### src/rtl/ult_sort4_seq_pkg.sv
// ult_sort4_seq_pkg: shared FSM encoding, element count and bubble pair schedule
package ult_sort4_seq_pkg;
  localparam int N = 4;
  localparam int NSTEPS = 6;
  typedef enum logic [1:0] {IDLE, SORT, DONE} state_t;
  localparam logic [1:0] PAIR_A [NSTEPS] = '{2'd0, 2'd1, 2'd2, 2'd0, 2'd1, 2'd0};
  localparam logic [1:0] PAIR_B [NSTEPS] = '{2'd1, 2'd2, 2'd3, 2'd1, 2'd2, 2'd1};
endpackage

### src/rtl/ult_sort4_seq_ult4.sv
// ult_sort4_seq_ult4: 4-bit unsigned less-than, O = I0 < I1, as invert + carry chain + invert
module ult_sort4_seq_ult4 (
  input  logic [3:0] I0,
  input  logic [3:0] I1,
  output logic       O
);
  logic [4:0] sum;
  // I0 - I1 via I0 + ~I1 + 1; no carry out means a borrow, i.e. I0 < I1
  assign sum = {1'b0, I0} + {1'b0, ~I1} + 5'd1;
  assign O = ~sum[4];
endmodule

### src/rtl/ult_sort4_seq.sv
// ult_sort4_seq: 4-element ascending sorter time-sharing one ULT4 over a 6-step bubble schedule
module ult_sort4_seq
  import ult_sort4_seq_pkg::*;
#(
  parameter int WIDTH = 4
) (
  input  logic               CLK,
  input  logic               RESET,
  input  logic               in_valid,
  output logic               in_ready,
  input  logic [4*WIDTH-1:0] in_data,
  output logic               out_valid,
  input  logic               out_ready,
  output logic [4*WIDTH-1:0] out_data,
  output logic [2:0]         swap_count,
  output logic               busy
);
  state_t state, state_n;
  logic [2:0] step;
  logic [WIDTH-1:0] r [N];
  logic [1:0] pa, pb;
  logic lt;
  assign pa = PAIR_A[step];
  assign pb = PAIR_B[step];
  ult_sort4_seq_ult4 u_cmp (.I0(r[pb]), .I1(r[pa]), .O(lt));
  assign in_ready = state == IDLE;
  assign out_valid = state == DONE;
  assign busy = state != IDLE;
  assign out_data = {r[3], r[2], r[1], r[0]};
  always_comb begin
    state_n = state;
    state_n = state == IDLE ? (in_valid ? SORT : IDLE) :
              state == SORT ? (step == 3'(NSTEPS - 1) ? DONE : SORT) :
              (out_ready ? IDLE : DONE);
  end
  always_ff @(posedge CLK) begin
    if (RESET) state <= IDLE;
    else state <= state_n;
  end
  always_ff @(posedge CLK) begin
    if (RESET) begin
      step <= '0;
      swap_count <= '0;
      for (int i = 0; i < N; i++) r[i] <= '0;
    end else if (state == IDLE && in_valid) begin
      step <= '0;
      swap_count <= '0;
      for (int i = 0; i < N; i++) r[i] <= in_data[i*WIDTH +: WIDTH];
    end else if (state == SORT) begin
      step <= step == 3'(NSTEPS - 1) ? 3'd0 : step + 3'd1;
      if (lt) begin
        r[pa] <= r[pb];
        r[pb] <= r[pa];
        swap_count <= swap_count + 3'd1;
      end
    end
  end
endmodule

### config.mk
export PLATFORM = sky130hd
export DESIGN_NAME = ult_sort4_seq
export DESIGN_NICKNAME = d
export VERILOG_FILES = /design/src/rtl/ult_sort4_seq_pkg.sv /design/src/rtl/ult_sort4_seq_ult4.sv /design/src/rtl/ult_sort4_seq.sv
export SDC_FILE = /design/constraint.sdc
export NUM_CORES = 1
export LEC_CHECK = 0
export CAP_MARGIN = 20
export CORE_UTILIZATION = 45
export DETAILED_ROUTE_END_ITERATION = 10
export PLACE_DENSITY = 0.82
export SLEW_MARGIN = 20
export SYNTH_ARGS = -nofsm -noshare
export SYNTH_HDL_FRONTEND = slang
export SYNTH_SLANG_ARGS = --single-unit
### constraint.sdc
create_clock -name CLK -period 8.1 [get_ports CLK]
set_input_delay 1.62 -clock CLK [delete_from_list [all_inputs] [get_ports CLK]]
set_output_delay 1.62 -clock CLK [all_outputs]
set_load 0.1 [all_outputs]
After elaboration in Yosys (flattened, before gate mapping)
Memory sizes are Yosys's and may differ from the RTL's.
Index checks and enable logic that the tools add are counted.

storage, ports and cells
  register bits = 8
  memory bits (writable) = 16
  memory bits (read-only) = 32
  bits of input ports = 20
  output and inout port bits = 22
  logic and storage cells = 58
  memories kept = 3

memories
  memory            words  width  rd ports  clocked after memory_dff  write ports  line                 text
  (name not given)  8      2      1         0                         0            ult_sort4_seq.sv:24  assign pb = PAIR_B[step];
  (name not given)  8      2      1         0                         0            ult_sort4_seq.sv:23  assign pa = PAIR_A[step];
  r                 4      4      6         0                         4            ult_sort4_seq.sv:20  logic [WIDTH-1:0] r [N];

operators by class
  $add $sub $neg = 4
  $lt $le $gt $ge = 1
  equality and inequality tests = 3
  muxes and demuxes = 30
  bitwise logic cells = 7
  reduce and logical (&&, ||, !) cells = 7

operators with widths
  operator               number
  $mux W4                6
  $mux W2                10
  $mux W1                13
  $reduce_or A4 Y1       2
  $add A3 B1 Y3 const B  2
  $add A4 B4 Y5          1
  $add A5 B1 Y5 const B  1
  $ge A4 B4 Y1 const B   1
  $not A3 Y4             1
  $not A4 Y4             1
  $or A1 B1 Y1           4
  $eq A3 B3 Y1 const B   1
  $mux W3                1
  $eq A2 B1 Y1 const B   1
  $eq A2 B2 Y1 const B   1
  $logic_not A2 Y1       1
  $reduce_and A2 Y1      1
  $reduce_bool A2 Y1     1
  $reduce_or A2 Y1       1
  $logic_and A1 B1 Y1    1
  $not A1 Y1             1

Longest topological paths before layout
An unclocked memory read counts as a cell.

  word-level depth = 15
  mapped depth = 14
  depth with buffers taken out = 10

Modules after synthesis
Synthesis repeated with hierarchy kept, for this count alone.

second synthesis, totals
  cell total of the unflattened synthesis = 210
  area, all modules = 1903.1 µm²

by module, submodules not included
  module              times used  cells an instance  area an instance (µm²)  sequential area each (µm²)
  ult_sort4_seq       1           199                1818.0                  640.6
  ult_sort4_seq_ult4  1           11                 85.1                    0.0

Worst setup path after synthesis
OpenSTA, ideal clock, no wires.

  path kind = reg2out
  start point = register state[1]
  end point = output port busy
  data arrival time = 2.643 ns
  required time = 6.480 ns
  slack = 3.837 ns
  stages on the path, launching flop included = 3
  buffers on the path = 0
  cells stage by stage = dfxtp_1 > nor2_1 > inv_1

on the way
  cells in the longest elaborated chain, start to end = 1

ends and longest elaborated chain
  element                   line                 text
  start: declaration        ult_sort4_seq.sv:18  state_t state, state_n;
  start signal: assignment  ult_sort4_seq.sv:38  else state <= state_n;
  $reduce_bool A2 Y1        ult_sort4_seq.sv:28  assign busy = state != IDLE;
  end: declaration          ult_sort4_seq.sv:16  output logic busy

Every way passes these cells.

==> summary.txt <==
Synth
  – Netlist cell types: 53
  – Top cell types by occurrence after synthesis: 36 x sky130_fd_sc_hd__nand2_1, 23 x sky130_fd_sc_hd__nor2_1, 16 x sky130_fd_sc_hd__edfxtp_1, 13 x sky130_fd_sc_hd__nor3b_1, 12 x sky130_fd_sc_hd__a21oi_1
  – Number of enable flip-flop cells after synthesis: 16
  – Main synth FF type: sky130_fd_sc_hd__edfxtp_1
  – Most area-hungry cell type in the Yosys netlist: sky130_fd_sc_hd__edfxtp_1
  – Portion of the post-synthesis area used by sequential elements: 29.3%
  – Post-synthesis area per instance: 8.49 sq um
  – Post-Synthesis Cell Area: 2190 sq um
  – Most area-consuming cells after synthesis: sky130_fd_sc_hd__edfxtp_1 22%, sky130_fd_sc_hd__dfxtp_1 7.3%, sky130_fd_sc_hd__nand2_1 6.2%
  – Dominant cell by count in the synthesized netlist: sky130_fd_sc_hd__nand2_1
  – Cells after synthesis: 258
  – FF+latch count, synth: 24
  – FFs w/ async S/R, synth: 0%
  – Area share of the largest cell type after synthesis: 21.9%
  – Count of synthesis-stage warnings from yosys: 0
  – Post-Synthesis Net Count: between 200 and 300

Worst hold path
  – Hold path endpoint: swap_count[0]$_SDFFE_PP0N_
  – Cells on Worst Hold Path: 2
  – Min-Delay Startpoint: swap_count[0]$_SDFFE_PP0N_
  – Worst hold path type: reg -> reg

Clocking
  – Clock latency reported for the late side of the worst-skew pair: between 0.2 and 0.3 ns
  – TritonCTS clock tree: yes
  – Number of buffers between clock root and the deepest sink: 2
  – Clock slew at the register clock pins of the worst setup and hold paths: 0.09 ns
  – Post-CTS setup buffer count: 0
  – Hold buffers post-CTS: 0
  – Clk root buf: sky130_fd_sc_hd__clkbuf_8
  – Clock sink count: 24
  – H-tree depth: 1
  – CTS buffer count: 3
  – Quantity of gates resized following cts: 0

Critical path
  – WP buf/inv: 1
  – Series of cell instances along the critical path: ha_1, nor3_1, or2_1, a222oi_1, ha_1, a2111o_1, inv_1, o21ai_2, o21ai_0
  – Cell at the slowest stage of the critical path: sky130_fd_sc_hd__a222oi_1
  – Path type of the worst setup path: reg -> reg
  – Delay of the slowest cell on the worst path: 0.78 ns
  – Origin of the critical flop-to-flop path: step[0]$_SDFFE_PP0N_
  – Most used cell, CP: sky130_fd_sc_hd__ha_1
  – Slack of the worst reg-to-reg path: 3.49 ns
  – Capture instance of the worst register-to-register path: r[1][3]$_DFFE_PP_
  – Launching element type of the critical path: flip-flop
  – Max Fanout on Critical Path: 16
  – Largest delay contributor family on the critical path: compound AO/OA/AOI/OAI gates
  – Register-to-Register Path Depth: 9
  – Data arrival time of the critical path: 4.52 ns
  – CP Data Required Time: roughly 8 ns
  – Type of destination of the critical path: flip-flop

Place
  – Gpl congestion: 0.977
  – Instance area after placement: approximately 2600 sq um
  – Count of buffers from port buffering: 41
  – Detailed Place HPWL: 5000 microns
  – Cell total after placement: 339

GRT
  – Vias in the first global route: between 1500 and 2000
  – Largest net degree at the start of global routing: 25
  – First-pass GRT wire length: 10400 microns
  – GRT Overall Usage: 26.3%
  – Initial antenna violation count: 0
  – Overflow left after global routing: 0

Timing
  – Setup-violating endpoint count in the final report: 0
  – Setup repair after global routing missed its margin: no
  – Final hold violation count: 0
  – Slew Viols, Final: 0
  – Setup tns final: 0 ns
  – Largest clock skew in the final design: 0.00390 ns
  – Maximum clock frequency: approximately 220 MHz
  – Measured slew at the worst slew-check pin: 0.970 ns
  – Period utilisation layout: 56.9%
  – Minimum clock period: 4.61 ns
  – Remaining max-slew budget at the tightest pin: 35.2%

Floorplanning
  – Placeable core area: 4690 sq um
  – Die Span X: 71.8 microns
  – Effective utilization at floorplan: around 47%
  – # IOs: 42
  – Die Footprint: 5150 sq um
  – Die outline height: 71.8 microns
  – Core Rows: 25

Routing
  – WL/cell: 19.5 microns
  – Routed wire length: roughly 6700 microns
  – Initial drt markers: 401
  – DRT antenna net count: 0
  – Iteration count of the initial detailed-routing pass: 5
  – DR vias/cell: ~6.7
  – Count of vias placed by the detailed router: approximately 2300
  – Post-route DRC violation count: 0

Finish
  – Syn-to-layout area delta: 22.7%
  – Final non-filler cell total: between 300 and 400
  – Final net count: 319
  – Number of filler instances in the final layout: 420
  – Number of antenna repair diodes: 0
  – Post-route cell area: 2690 sq um
  – Share of post-route cells with drive strength above 1: 7.24%

Power
  – Leakage power figure: 1.01 nW
  – Worst vdd ir: 139 uV
  – Power per cell area: 234 nW/um^2
  – Total design power: around 630 uW

Outcome
  – Outcome: completed

Run
  – Max-cap violations: 0
==> worst max path at each step <==
stage	from	to	depth (start not counted)
4_1_cts	step[0]$_SDFFE_PP0N_	r[1][3]$_DFFE_PP_	9
6_report	step[0]$_SDFFE_PP0N_	r[1][3]$_DFFE_PP_	9
5_1_grt	step[0]$_SDFFE_PP0N_	r[1][3]$_DFFE_PP_	9
2_1_floorplan	state[1]$_SDFF_PP0_	busy	2
3_5_place_dp	step[0]$_SDFFE_PP0N_	r[1][1]$_DFFE_PP_	9
3_3_place_gp	step[0]$_SDFFE_PP0N_	r[1][1]$_DFFE_PP_	9
==> cell usage in the layout, fill, tap and decap left out, types with 3 or more instances in the layout <==
cell type / instances
sky130_fd_sc_hd__or2_1: 3
sky130_fd_sc_hd__clkdlybuf4s50_1: 41
sky130_fd_sc_hd__a311oi_1: 11
sky130_fd_sc_hd__a211oi_1: 6
sky130_fd_sc_hd__a211o_1: 5
sky130_fd_sc_hd__nand2_1: 36
sky130_fd_sc_hd__dfxtp_1: 8
sky130_fd_sc_hd__a2bb2oi_1: 3
sky130_fd_sc_hd__a22oi_1: 3
sky130_fd_sc_hd__nand3_1: 7
sky130_fd_sc_hd__o211ai_1: 9
sky130_fd_sc_hd__clkbuf_8: 3
sky130_fd_sc_hd__a31oi_1: 4
sky130_fd_sc_hd__nor2b_1: 6
sky130_fd_sc_hd__mux2i_1: 5
sky130_fd_sc_hd__ha_1: 8
sky130_fd_sc_hd__a21oi_1: 12
sky130_fd_sc_hd__and4_1: 3
sky130_fd_sc_hd__nor3b_1: 13
sky130_fd_sc_hd__inv_1: 6
sky130_fd_sc_hd__nand2b_1: 3
sky130_fd_sc_hd__nor2_1: 23
sky130_fd_sc_hd__or2_2: 3
sky130_fd_sc_hd__a222oi_1: 3
sky130_fd_sc_hd__mux2_2: 6
sky130_fd_sc_hd__o21ai_0: 8
sky130_fd_sc_hd__edfxtp_1: 16
==> per-stage QoR <==
stage	hold WS (ns)	utilization, %	worst slack [ns]
finish	0.493	57.3	3.49
floorplan	0.507	-	3.84
CTS	0.501	57.1	3.52
global placement	0.464	55.6	3.70
global route	0.539	57.3	3.23
detailed placement	0.486	55.6	3.50
==> worst register-to-register path, delay by kind of cell, from the launching register on <==
family	cells	cell delay, ns
AOI/OAI and AO/OA	4	2.09
buffers and inverters	1	0.17
DFF	1	0.59
adders and majority gates	2	0.95
and+or+nand+nor	2	0.45
==> power breakdown <==
part | internal [mW] | switching (mW)
registers | 0.149 | 0.0207
logic | 0.108 | 0.244
clock network | 0.0662 | 0.0419
==> cells by family after synthesis <==
logic type,count (synthesis),synth area share (%)
compound gates,81,29.0
fa+ha+maj,8,4.57
buf+inv,22,4.74
flops,24,29.3
mux,12,5.89
simple gates,111,26.6
==> final cells by class <==
cell class              instances  area, sq um  share of cell area (%)
inverters                       6         22.5                   0.838
clock inverters                 1         30.0                    1.12
multi-input cells             212         1450                    54.1
flip-flops and latches         24          641                    23.8
well taps                      54         67.6                    2.52
clock buffers                   3         41.3                    1.54
repair buffers                 44          430                    16.0
==> metal layers <==
metal  routed length, microns  global-route usage, %  vias up
li1                         -                      -     1066
met1                     2850                   36.0     1056
met2                     3030                   41.2      145
met3                      594                   4.92       24
met4                      252                   9.80        0
met5                        0                      0        -
==> sequential cells by signal, summed over array words and instances, names as in the netlist <==
name        cells
state           2
r              16
step            3
swap_count      3
(Power assumes the default switching activity.)
==> RTL edit 1: new RTL, same settings <==
The 3 states of `state_t` get a one-hot encoding in 3 bits.
--- a/src/rtl/ult_sort4_seq_pkg.sv
+++ b/src/rtl/ult_sort4_seq_pkg.sv
@@ -3,5 +3,5 @@
   localparam int N = 4;
   localparam int NSTEPS = 6;
-  typedef enum logic [1:0] {IDLE, SORT, DONE} state_t;
+  typedef enum logic [2:0] {IDLE = 3'b001, SORT = 3'b010, DONE = 3'b100} state_t;
   localparam logic [1:0] PAIR_A [NSTEPS] = '{2'd0, 2'd1, 2'd2, 2'd0, 2'd1, 2'd0};
   localparam logic [1:0] PAIR_B [NSTEPS] = '{2'd1, 2'd2, 2'd3, 2'd1, 2'd2, 2'd1};
Formal check against the unedited RTL: same outputs for any inputs over 10 cycles, from zero or initial values and one cycle with RESET high; not proved beyond that.
==> RTL edit 1 against the unedited design <==
- clock skew is 0.0018 ns higher
- power is 33% lower
- clock power is 32% lower
- maximum frequency is 1.8% higher
- sequential cell count is 1 higher
- worst setup slack better by 0.080 ns
- combinational power is 47% lower
- wire length is 22% lower
- cell area is 14% lower
- synthesized area is 15% lower
- critical path type unchanged
- highest routed layer unchanged
==> RTL edit 1: results <==
[yosys]
ys_types = 46
yosysSeqAreaShare_pct = 35.4
synthTopCellsByCount = "nand2_1, edfxtp_1, nor2_1"
yosys-top-cells-area = "edfxtp_1, dfxtp_1, ha_1, mux2i_1, nand2_1"
syn_nets = 236
synth.avg_cell_area_um2 = 8.98

[worst_setup_path]
cp_max_fo = 26
crit_path_max_incr_delay_ns = 0.80
arrival_ns = 4.50
cpMaxStageDelayCell = "a211oi_4"
r2r_slack_ns = 3.57

[pwr]
pg_seq_mw = 0.163
p_leak_nw = 0.833
p_switching_mw = 0.186
swShare_pct = 44.0

[run_status]
run_status = "finished clean"

[place]
hpwl_um = 4080
dp.cells = 288
dp_slack_ns = 3.71
gp_congestion = 0.999

[global_route]
grt_pass1_vias = 1630
grt_max_degree = 27
use_met2_pct = 40.1
antenna_found_initial = 0
gr-usage-met1_pct = 34.6
met3_usage_pct = 3.45
grt_use_total_pct = 24.5

[timing]
timing.hold.ws_ns = 0.500
post-route-worst-setup-slack_ns = 3.57
tightest_slew_ns = 1.09

[final_layout]
drive_above_1_share_pct = 5.37
finalNetCount = 271

[routing]
routed.top_layer = "met4"
wl_met1_um = 2300
dr_wl_met2_um = 2490
drt_first_pass_iters = 7
wl_met3_um = 426
viasPerCell = 6.05
drtIter0Drc = 180
vias = 1767

[worst_hold_path]
hold_depth = 2
min_from = "swap_count[2]"
RTL edit 1: changes by cell type after synthesis, sizes merged, moves of 6 or more:
| cell | before | now |
|---|---|---|
| nand2 | 36 | 23 |
| a311oi | 11 | 0 |
| nor3b | 13 | 2 |
| o211ai | 9 | 0 |
| a22o | 0 | 7 |
| nor2 | 23 | 16 |
| o21ai | 10 | 17 |
| a22oi | 3 | 9 |
| or2 | 6 | 0 |
RTL edit 1: how the worst max path moves through the flow:
stage                  start      end  cells past startpoint
global placement     step[0]  r[1][1]                     10
finish               step[0]  r[1][3]                      9
detailed placement   step[0]  r[1][3]                      9
global route         step[0]  r[1][1]                      9
floorplan           state[0]     busy                      2
CTS                  step[0]  r[1][2]                      9
RTL edit 1: cells by family after synthesis:
group	after synthesis	synth area share, %
AO/OA/AOI/OAI	77	28.6
XOR/XNOR	1	0.469
multiplexers	14	8.44
flip-flops	25	35.4
AND/OR/NAND/NOR	63	16.2
adder cells (fa/ha/maj)	8	5.36
buffers and inverters	20	5.56
RTL edit 1: per-stage QoR:
stage	instance area (µm²)	utilization [%]
4_1_cts	2320	58.0
3_5_place_dp	2270	56.9
5_1_grt	2320	58.0
6_report	2320	58.0
3_3_place_gp	2270	56.9
2_1_floorplan	1870	-
RTL edit 1: worst min-delay path: stages (launching register included):
cell	delay, ns
dfxtp_1	0.33
o21ai_0	0.07
a21oi_1	0.06
RTL edit 1: layout make-up:
cell class / count / area, µm²
well taps: 50 / 62.6
fillers: 388 / 1680
flip-flops and latches: 25 / 661
multi-input cells: 163 / 1100
inverters: 8 / 30.0
clock buffers: 4 / 45.0
repair buffers: 42 / 418
==> RTL edit 2: new RTL, same settings <==
Made on the original files. Register the output `swap_count` once more, cleared by the reset; this adds one clock of latency there. The other outputs are not delayed to match.
--- a/src/rtl/ult_sort4_seq.sv
+++ b/src/rtl/ult_sort4_seq.sv
@@ -16,4 +16,6 @@
   output logic               busy
 );
+
+  logic [2:0] swap_count_s0;
   state_t state, state_n;
   logic [2:0] step;
@@ -41,9 +43,9 @@
     if (RESET) begin
       step <= '0;
-      swap_count <= '0;
+      swap_count_s0 <= '0;
       for (int i = 0; i < N; i++) r[i] <= '0;
     end else if (state == IDLE && in_valid) begin
       step <= '0;
-      swap_count <= '0;
+      swap_count_s0 <= '0;
       for (int i = 0; i < N; i++) r[i] <= in_data[i*WIDTH +: WIDTH];
     end else if (state == SORT) begin
@@ -52,8 +54,16 @@
         r[pa] <= r[pb];
         r[pb] <= r[pa];
-        swap_count <= swap_count + 3'd1;
+        swap_count_s0 <= swap_count_s0 + 3'd1;
       end
     end
   end
+  always_ff @(posedge CLK) begin
+    if (RESET) begin
+      swap_count <= '0;
+    end else begin
+      swap_count <= swap_count_s0;
+    end
+  end
+
 endmodule
 
Check against the original RTL: not equivalent (Yosys sat finds a counterexample within 4 cycles, from zero or initial values and one cycle with RESET high).
==> RTL edit 2 against the unedited design <==
- maximum frequency is 11% lower
- worst setup slack worse by 0.58 ns
- synthesized area is 8.6% lower
- cell area is 9.6% lower
- power is 28% lower
- clock skew is 0.00050 ns higher
- wire length is 22% lower
- sequential cell count is 3 higher
- largest cell class unchanged
- highest routed layer unchanged
==> RTL edit 2: results <==
[pwr]
p_leak_nw = 0.903
peakVddDrop_uv = 83.3
comb_power_share_pct = 44.4
swShare_pct = 43.9

[timing]
max_freq_ghz = 0.193
worst_clock_skew_ns = 0.00440
max_slew_margin_pct = 28.5

[place]
gp_congestion = 0.946
dp_slack_ns = 3.06

[routing]
drt_first_pass_iters = 7
drtIter0Drc = 259
vias = 1879
wl_per_cell_um = 18.0

[yosys]
synthMuxAreaShare_pct = 5.19
synthAdderAreaFrac_pct = 5.00
yosysSeqAreaShare_pct = 35.0
synthTopCellsByCount = "nor2_1, nand2_1, edfxtp_1"
synth-compound-area-share_pct = 30.4
syn_nets = 238

[global_route]
grt_pass1_wl_um = 8020
grt_use_total_pct = 23.2
grt_max_degree = 28
grt_pass1_vias = 1593

[worst_setup_path]
cp_max_fo = 15
r2r_slack_ns = 2.91
arrival_ns = 5.13
timing.rr.end = "r[1][0]"

[worst_hold_path]
min_from = "swap_count_s0[2]"
hold_end = "swap_count[2]"
hold_depth = 1

[final_layout]
finalNetCount = 271
fillers = 372
drive_above_1_share_pct = 9.09

[run_status]
run_status = "finished clean"

[floorplanning]
die-area_mm2 = 0.00472
-- RTL edit 2: logic make-up after synthesis --
kind of cell,Yosys count
compound gates,76
simple gates,72
flops,27
buf+inv,17
mux,10
fa+ha+maj,8
-- RTL edit 2: per-stage QoR --
step / hold slack, ns / utilization (%) / cells / total power, mW / instance area (µm²)
after detailed placement: 0.479 / 57.5 / 288 / 0.374 / 2380
final: 0.486 / 58.6 / 292 / 0.453 / 2430
after floorplan: 0.457 / - / 210 / 0.327 / 2000
after global routing: 0.513 / 58.6 / 292 / 0.469 / 2430
after global placement: 0.468 / 57.5 / 288 / 0.371 / 2380
after CTS: 0.493 / 58.6 / 292 / 0.449 / 2430
-- RTL edit 2: worst max-delay path by stage --
| stage | endpoint | startpoint |
|---|---|---|
| 5_1_grt | r[1][3] | step[0] |
| 6_report | r[1][0] | step[0] |
| 3_5_place_dp | r[2][0] | step[0] |
| 4_1_cts | r[2][3] | step[0] |
| 2_1_floorplan | busy | state[0] |
| 3_3_place_gp | r[2][0] | step[0] |
-- RTL edit 2: routing by layer --
metal / wire length (µm) / share of wire (%) / global-route usage, %
met4: 83 / 1.6 / 7.29
met1: 2380 / 45 / 34.8
met2: 2310 / 44 / 34.2
met5: 0 / 0 / 0
met3: 496 / 9.4 / 2.96
-- RTL edit 2: cell type report --
| class | instances | area share, % |
|---|---|---|
| repair buffers | 41 | 16.9 |
| well taps | 50 | 2.58 |
| multi-input cells | 166 | 49.1 |
| clock buffers | 3 | 1.70 |
| inverters | 4 | 0.618 |
| flip-flops and latches | 27 | 28.9 |
| clock inverters | 1 | 0.258 |
